==> src/rtl/reciprocal_lut_builder.sv <==
// reciprocal_lut_builder: generates the slope (m) and intercept (b) tables of
// the reciprocal interpolator at run time. A bit-serial restoring divider
// produces B(k) = floor(NUMERATOR*2^16 / (k*2^NB)) one quotient bit per cycle.
// Each table entry is streamed out through a valid/ready write port.
// Optional build macro: RECIPROCAL_LUT_ROUND_EN (round-to-nearest quotients,
// one extra divider iteration per entry).
//
// Write port handshake: an entry transfers on a cycle where wr_valid_o and
// wr_ready_i are both high. Once wr_valid_o rises it stays high, and wr_addr_o,
// wr_m_o and wr_b_o hold their values, until that transfer happens.
module reciprocal_lut_builder #(
   parameter int NB_BITS_PER_SUBDIVISION = 5,
   parameter int NUMERATOR               = 256
) (
   input  logic                                clk,
   input  logic                                reset_ni,
   input  logic                                start_i,
   output logic                                busy_o,
   output logic                                done_o,
   output logic                                wr_valid_o,
   input  logic                                wr_ready_i,
   output logic [15-NB_BITS_PER_SUBDIVISION:0] wr_addr_o,
   output logic [15:0]                         wr_m_o,
   output logic [23:0]                         wr_b_o,
   output logic [2:0]                          state_o
);

   localparam int AW = 16 - NB_BITS_PER_SUBDIVISION;  // entry index width
   localparam int KW = AW + 1;                        // k runs 1..N
   localparam int N  = 1 << AW;                       // number of entries

   // The 2^NB factor of the divisor is folded into the dividend. NUMERATOR*2^16
   // is a multiple of 2^NB, so this shift is exact and the divisor becomes k.
`ifdef RECIPROCAL_LUT_ROUND_EN
   localparam logic [31:0] DIVIDEND = 32'(NUMERATOR) << (17 - NB_BITS_PER_SUBDIVISION);
`else
   localparam logic [31:0] DIVIDEND = 32'(NUMERATOR) << (16 - NB_BITS_PER_SUBDIVISION);
`endif
   localparam int DQ = $clog2(DIVIDEND + 1);  // quotient bits = divider iterations
   localparam int CW = $clog2(DQ);

   typedef enum logic [2:0] {
      S_IDLE = 3'd0,
      S_WR0  = 3'd1,
      S_DIV  = 3'd2,
      S_WR   = 3'd3,
      S_DONE = 3'd4
   } state_t;

   state_t          state;
   logic [KW-1:0]   k;        // divisor of the quotient in progress
   logic [AW-1:0]   rem;      // partial remainder, always below k
   logic [DQ-2:0]   quo;      // quotient bits collected so far
   logic [CW-1:0]   bit_cnt;  // dividend bit consumed this cycle
   logic [31:0]     b_prev;   // B(k-1)
   logic [31:0]     b_cur;    // B(k)

   logic [KW-1:0]   rem_sh;
   logic            q_bit;
   logic [DQ-1:0]   quo_nxt;
   logic [31:0]     b_new;
   logic [15:0]     m_new;

   // One restoring-division step, plus the finished B and slope when it ends.
   always_comb begin
      rem_sh  = {rem, DIVIDEND[bit_cnt]};
      q_bit   = (rem_sh >= k);
      quo_nxt = {quo, q_bit};
`ifdef RECIPROCAL_LUT_ROUND_EN
      b_new   = (32'(quo_nxt) + 32'd1) >> 1;
`else
      b_new   = 32'(quo_nxt);
`endif
      // Slope is the arithmetic-shifted difference; only its low half is sent,
      // the upper half is pure sign extension.
      m_new   = 16'($signed(b_new - b_prev) >>> NB_BITS_PER_SUBDIVISION);
   end

   // Build sequencer: entry 0, then one division per entry and a write.
   always_ff @(posedge clk) begin
      if (!reset_ni) begin
         state      <= S_IDLE;
         busy_o     <= 1'b0;
         done_o     <= 1'b0;
         wr_valid_o <= 1'b0;
         wr_addr_o  <= '0;
         wr_m_o     <= '0;
         wr_b_o     <= '0;
         k          <= '0;
         rem        <= '0;
         quo        <= '0;
         bit_cnt    <= '0;
         b_prev     <= '0;
         b_cur      <= '0;
      end else begin
         case (state)
            S_IDLE: begin
               if (start_i) begin
                  state      <= S_WR0;
                  busy_o     <= 1'b1;
                  wr_valid_o <= 1'b1;
                  wr_addr_o  <= '0;
                  wr_m_o     <= 16'hFFFF;
                  wr_b_o     <= 24'hFFFFFF;
               end
            end

            S_WR0: begin
               if (wr_ready_i) begin
                  wr_valid_o <= 1'b0;
                  k          <= KW'(1);
                  rem        <= '0;
                  quo        <= '0;
                  bit_cnt    <= CW'(DQ - 1);
                  state      <= S_DIV;
               end
            end

            S_DIV: begin
               rem     <= AW'(q_bit ? rem_sh - k : rem_sh);
               quo     <= quo_nxt[DQ-2:0];
               bit_cnt <= bit_cnt - 1'b1;
               if (bit_cnt == '0) begin
                  rem     <= '0;
                  quo     <= '0;
                  bit_cnt <= CW'(DQ - 1);
                  if (k == KW'(1)) begin
                     // B(1) alone cannot form an entry; go straight on to B(2).
                     b_prev <= b_new;
                     k      <= KW'(2);
                  end else begin
                     b_cur      <= b_new;
                     wr_valid_o <= 1'b1;
                     wr_addr_o  <= AW'(k - 1'b1);
                     wr_m_o     <= m_new;
                     wr_b_o     <= b_prev[23:0];
                     state      <= S_WR;
                  end
               end
            end

            S_WR: begin
               if (wr_ready_i) begin
                  wr_valid_o <= 1'b0;
                  if (k == KW'(N)) begin
                     done_o <= 1'b1;
                     state  <= S_DONE;
                  end else begin
                     b_prev <= b_cur;
                     k      <= k + 1'b1;
                     state  <= S_DIV;
                  end
               end
            end

            S_DONE: begin
               done_o <= 1'b0;
               busy_o <= 1'b0;
               state  <= S_IDLE;
            end

            default: state <= S_IDLE;
         endcase
      end
   end

   assign state_o = state;

endmodule
==> config.mk <==
export PLATFORM = sky130hd
export DESIGN_NAME = reciprocal_lut_builder
export DESIGN_NICKNAME = d
export VERILOG_FILES = /design/src/rtl/reciprocal_lut_builder.sv
export SDC_FILE = /design/constraint.sdc
export NUM_CORES = 1
export LEC_CHECK = 0
export ABC_AREA = 1
export CAP_MARGIN = 20
export CORE_MARGIN = 2
export CORE_UTILIZATION = 40
export CTS_CLUSTER_SIZE = 12
export DETAILED_ROUTE_END_ITERATION = 12
export SYNTH_ARGS = -nofsm -noshare
export SYNTH_HDL_FRONTEND = slang
export SYNTH_SLANG_ARGS = --single-unit
==> constraint.sdc <==
create_clock -name clk -period 5.2 [get_ports clk]
set_clock_uncertainty 0.05 [all_clocks]
set_input_delay 0.78 -clock clk [delete_from_list [all_inputs] [get_ports clk]]
set_output_delay 0.78 -clock clk [all_outputs]
set_load 0.02 [all_outputs]
## After elaboration in Yosys (flattened, before gate mapping)

Memory sizes are Yosys's and may differ from the RTL's. A register that Yosys moved wholly into a read port is not among the register bits.
Index checks and enable logic that the tools add are counted.

- Reductions and logical operators: 19
- $lt $le $gt $ge: 2
- Eq/ne operators: 15
- Add/sub/neg operators: 5
- Multiplexer cells: 52
- Bitwise logic cells: 1

Operators with widths:

| kind | number |
|---|---|
| $mux 24 | 7 |
| $pmux 24 s2 | 2 |
| $mux 11 | 6 |
| $mux 12 | 5 |
| $mux 16 | 3 |
| $pmux 11 s2 | 2 |
| $mux 19 | 2 |
| $pmux 19 s2 | 1 |
| $pmux 12 s3 | 1 |
| $pmux 16 s2 | 1 |
| $sub 20x21->21 | 1 |
| $mux 5 | 4 |
| $mux 3 | 6 |
| $ne 2x2->1 const B | 8 |
| $reduce_and 5->1 | 3 |
| $add 12x1->12 const B | 1 |
| $eq 12x1->1 const B | 1 |
| $eq 12x12->1 const B | 1 |
| $ge 12x12->1 | 1 |
| $pmux 3 s4 | 1 |
| $sub 11x1->11 const B | 1 |
| $sub 11x11->11 | 1 |
| $pmux 5 s2 | 1 |
| $reduce_bool 2->1 | 5 |
| other kinds (18) | 29 |

- Bits in registers: 148
- Memories: 1
- Bits of input ports: 4
- ROM bits: 32
- Logic and storage cells: 108

Memory list:

| name | depth | width | read ports | clocked after Yosys merged registers in | wr ports | line | source |
|---|---|---|---|---|---|---|---|
| (no name shown) | 32 | 1 | 1 | 1 | 0 | 66 | `rem_sh = {rem, DIVIDEND[bit_cnt]};` |

## Logic depth before layout (Yosys ltp)

- Depth after elaboration: 7
- Mapped depth: 20
- Depth with buffers taken out: 19

## Worst setup path after synthesis

OpenSTA, ideal clock, no wires.

- Kind: flip-flop to flip-flop
- Start point: register k[3]
- End point: register wr_m_o[13]
- Setup slack: 2943 ps
- Path buffers: 1
- Arrival: 2098 ps
- Stages on the path, launching flop included: 18
- Period minus slack after synthesis: 2257 ps
- Path through: dfxtp_1 > buf_2 > clkinv_2 > ha_1 > a21oi_1 > nand3_1 > nand2_1 > nand4_1 > nand2_1 > nand2_1 > nand3_1 > nand2_1 > a21oi_1 > inv_1 > nand2_1 > nand3_1 > nand2_1 > inv_1

- Longest elaborated chain between the ends: 5
- Elaborated cells between the ends (all ways): 8

Ends and longest elaborated chain:

| what | line | source |
|---|---|---|
| from (decl) | 51 | `logic [KW-1:0] k;` |
| from (signal assigned) | 150 | `k <= k + 1'b1;` |
| $ge 12x12->1 | 67 | `q_bit = (rem_sh >= k);` |
| $sub 20x21->21 | 76 | `m_new = 16'($signed(b_new - b_prev) >>> NB_BITS_PER_SUBDIVISION);` |
| $mux 16 | 127 | `if (k == KW'(1)) begin` |
| $mux 16 | 123 | `if (bit_cnt == '0) begin` |
| $pmux 16 s2 | 96 | `case (state)` |
| to (signal assigned) | 135 | `wr_m_o <= m_new;` |
| to (decl) | 23 | `output logic [15:0] wr_m_o,` |

Parallel ways exist; a longest one is shown, timed or not. The select of a mux whose other input is x is not followed.
A chain may end at the register's enable or synchronous reset.

## Worst setup path after layout

- Start point: register k[3]
- End point: register wr_m_o[14]

Same word-level chain as after synthesis.

==> results.md <==
- PortBufs: 60
- Area share of the largest cell type after synthesis: 38.7%
- Endpoint of the worst register-to-register path: wr_m_o[14]$_SDFFE_PN0P_
- Violation count after the first detailed-route iteration: 381
- Total power divided by cell area: about 750 nW/um2
- Synthesized-area fraction occupied by adder cells: approximately 6.2%
- Synth area leaders: dfxtp_1, nand2_1, a21oi_1
- Internal Power: 3.46 mW
- FP Rows: about 50
- Synth warnings: 0
- Antenna violations before repair: 0
- Capturing element type of the critical path: flop
- Mean number of vias per cell: roughly 5.1
- Number of antenna repair diodes: 0
- Post-detailed-route DRC marker count: 0
- Overall die height: about 140 um
- Total iterations of the first detailed-routing run: 5
- Floorplan die width: approximately 140 um
- Sinks on Clock Net: roughly 140
- Share of cell area taken by muxes after synthesis: 0%
- Class of the most critical hold timing path: flop to flop
- Routed Antenna Nets: 0
- Hold endpoint: wr_addr_o[7]$_SDFFE_PN0P_
- Setup violations, final: 0
- Critical-path maximum fanout: 7
- Global-route usage over all layers: 20.4%
- HPWL after DPL: 13100 um
- Final GP Congestion: around 0.87
- Layout cells sized above 1: ~6.7%
- Area of the mapped netlist: ~7300 um2
- Number of instances in the synthesized netlist: 1035
- Post-synth top area cell: dfxtp_1
- Total Routed Length: approximately 19000 um
- Sum of negative setup slack: 0 ns
- Slew at the pin with the worst max-slew slack: slightly below 1 ns
- Total Die Area: approximately 20000 um2
- Mean instance size in the synthesized netlist: 7.09 um2
- Total overflow reported by the global router: 0
- Worst slack at placement: a little over 2 ns
- Critical Path Start Type: flop
- Final cell utilization of the core: between 40% and 50%
- Total count of hold-check failures in the final report: 0
- CTS tree: yes
- Initial Utilization: 40.9%
- Combinational share of power: between 50% and 60%
- Gates resized, CTS repair: 0
- Share of the clock period used by the worst path after layout: between 50% and 60%
- Number of synthesized flops with an enable pin: 0
- Sequential share of power: 25.4%
- Lkg Pwr: ~3.7 nW
- Primary flip-flop cell chosen by synthesis mapping: dfxtp_1
- Minimum period implied by the final worst setup slack: ~3 ns
- Clock transition time at the flip-flop clock pins of the worst setup and hold paths: about 0.060 ns
- Proportion of total power due to net switching: ~47%
- Worst reg-to-reg setup slack: about 2.2 ns
- Result of the run: finished clean
- Psw: just over 3 mW
- Sequential cell area fraction in the yosys report: between 30% and 40%
- Post-synth ARST share: 0%
- Area growth, synth to finish: 18.1%
- Most instantiated cells after synthesis: nand2_1, dfxtp_1, a21oi_1
- Vias in the first global route: about 6400
- Deepest clock path buffer count: 2
- Max-cap check violation count: 0
- Pin count of the biggest net entering global routing: 86
- Leading cell type by number of instances after synthesis: nand2_1
- Worst path required time: approximately 5.5 ns
- Wire length of the first global-routing pass: 32400 um
- Share of total power in the clock network: approximately 19%
- Combinational family with the most area after synthesis: simple AND/OR/NAND/NOR gates
- Clock latency at the later pin of the worst-skew pair: about 0.43 ns
- Startpoint of the worst hold path: wr_addr_o[7]$_SDFFE_PN0P_
- Endpoint arrival time on the critical path: around 3.3 ns
- Tightest hold margin: around 0.42 ns
- Simple-Gate Fraction of Synth Area: 22.8%
- Setup slack of the critical path after layout: about 2.2 ns
- Per-cell routed wire length: 14.6 um
- Pins Over Slew Limit: 0
- CTS hold repair buffers: 0
- Syn Nets: 1075
- Compound-cell area share of the yosys netlist: roughly 22%
- VDD IR max: just under 0.4 mV
- Core Area: around 18000 um2
- Yosys reg bits: between 100 and 150
- Vias after detailed routing: 6743
- Setup repair after global routing missed its margin: false
- I/O pin total: between 60 and 70
- Count of unique library cells instantiated by Yosys: 47
- Count of nets after finishing: approximately 1100
- Maximum achievable frequency: between 300 and 400 MHz
- H-tree depth: 4
- Worst Setup Path Type: flop to flop
- Post-CTS setup-driven buffer insertion count: 0
- Worst r2r path cells: 16
- Reg2Reg Launch Point: k[3]$_SDFFE_PN0P_
- Cell at the root of the clock tree: clkbuf_16
- TritonCTS Buffers: 17
- Post-synthesis share of cell area spent on xor and xnor gates: around 1.7%
- Relative slew margins: a little over a third
- Depth of the worst hold-timing path: 2
[power groups by stage]
stage,clock [mW],sequential (mW),combinational (mW)
after floorplan,0,1.82,2.54
after global routing,1.33,1.69,3.96
after CTS,1.28,1.65,3.58
after detailed placement,0,1.67,3.56
after global placement,0,1.67,3.52
final,1.26,1.65,3.59
[logic make-up after synthesis]
group                      count (synthesis)
AOI/OAI and AO/OA                        290
xor gates and xnor gates                  14
adders and majority gates                 36
buffers and inverters                    155
DFF                                      142
and+or+nand+nor                          398
[state kept, by name, indices dropped and copies added, names as in the netlist]
register / count
b_cur: 20
b_prev: 20
bit_cnt: 5
busy_o: 1
done_o: 1
k: 12
quo: 19
rem: 11
rem_sh: 1
state_o: 3
wr_addr_o: 11
wr_b_o: 21
wr_m_o: 16
wr_valid_o: 1
[worst max-delay path by stage]
stage                                 start                       to  slack (ns)  cells past startpoint
after floorplan           k[3]$_SDFFE_PN0P_  wr_m_o[13]$_SDFFE_PN0P_        2.94                     17
after global placement           wr_ready_i   wr_m_o[4]$_SDFFE_PN0P_        2.10                     10
after detailed placement         wr_ready_i   b_prev[9]$_SDFFE_PN0P_        2.06                      8
after CTS                 k[3]$_SDFFE_PN0P_  wr_m_o[14]$_SDFFE_PN0P_        2.24                     16
after global routing      k[3]$_SDFFE_PN0P_  wr_m_o[13]$_SDFFE_PN0P_        1.93                     16
final                     k[3]$_SDFFE_PN0P_  wr_m_o[14]$_SDFFE_PN0P_        2.20                     16
[cell type report]
| cell class | count | area (um2) |
|---|---|---|
| clock buffers | 20 | 447 |
| well taps | 229 | 287 |
| flip-flops and latches | 142 | 2840 |
| multi-input cells | 738 | 3870 |
| inverters | 107 | 403 |
| repair buffers | 66 | 661 |
| fillers | 1792 | 9300 |
| clock inverters | 12 | 163 |
[per-stage QoR]
step	cells	total power, mW	instance area (um2)
4_1_cts	1313	6.51	8640
3_3_place_gp	1281	5.19	8030
3_5_place_dp	1281	5.23	8030
5_1_grt	1314	6.99	8670
2_1_floorplan	1035	4.35	7340
6_report	1314	6.49	8670
[cells in the final DEF (no fill, tap or decap), drive strengths merged, types with 2 or more instances in the layout]
cell / instances
nand2: 213
dfxtp: 142
a21oi: 128
nor2: 118
o21ai: 108
inv: 106
clkdlybuf4s50: 59
ha: 35
nand3: 32
a31oi: 23
clkbuf: 20
nor3: 19
xor2: 12
o211ai: 12
clkinv: 8
o21a: 7
nand4: 7
buf: 7
nor4: 4
a21o: 3
bufinv: 3
a22oi: 2
o21bai: 2
xnor2: 2
clkinvlp: 2
or2: 2
[critical path, cell delays in order (launching register included)]
cell      delay, ns
dfxtp_1        0.48
clkinv_2       0.17
ha_1           0.39
a21oi_1        0.24
nand3_1        0.13
nand2_1        0.11
nand4_1        0.29
nand3_1        0.16
nand2_1        0.08
nand2_1        0.07
nand2_1        0.15
a21oi_1        0.26
inv_1          0.07
nand2_1        0.06
nand3_1        0.06
nand2_1        0.09
inv_1          0.03
[per-layer routing]
metal / routed length [um] / track usage [%]
met5: 0 / 0
met4: 257 / 5.64
met3: 659 / 4.20
met2: 8830 / 33.5
met1: 9470 / 27.4
(Power assumes the default switching activity.)
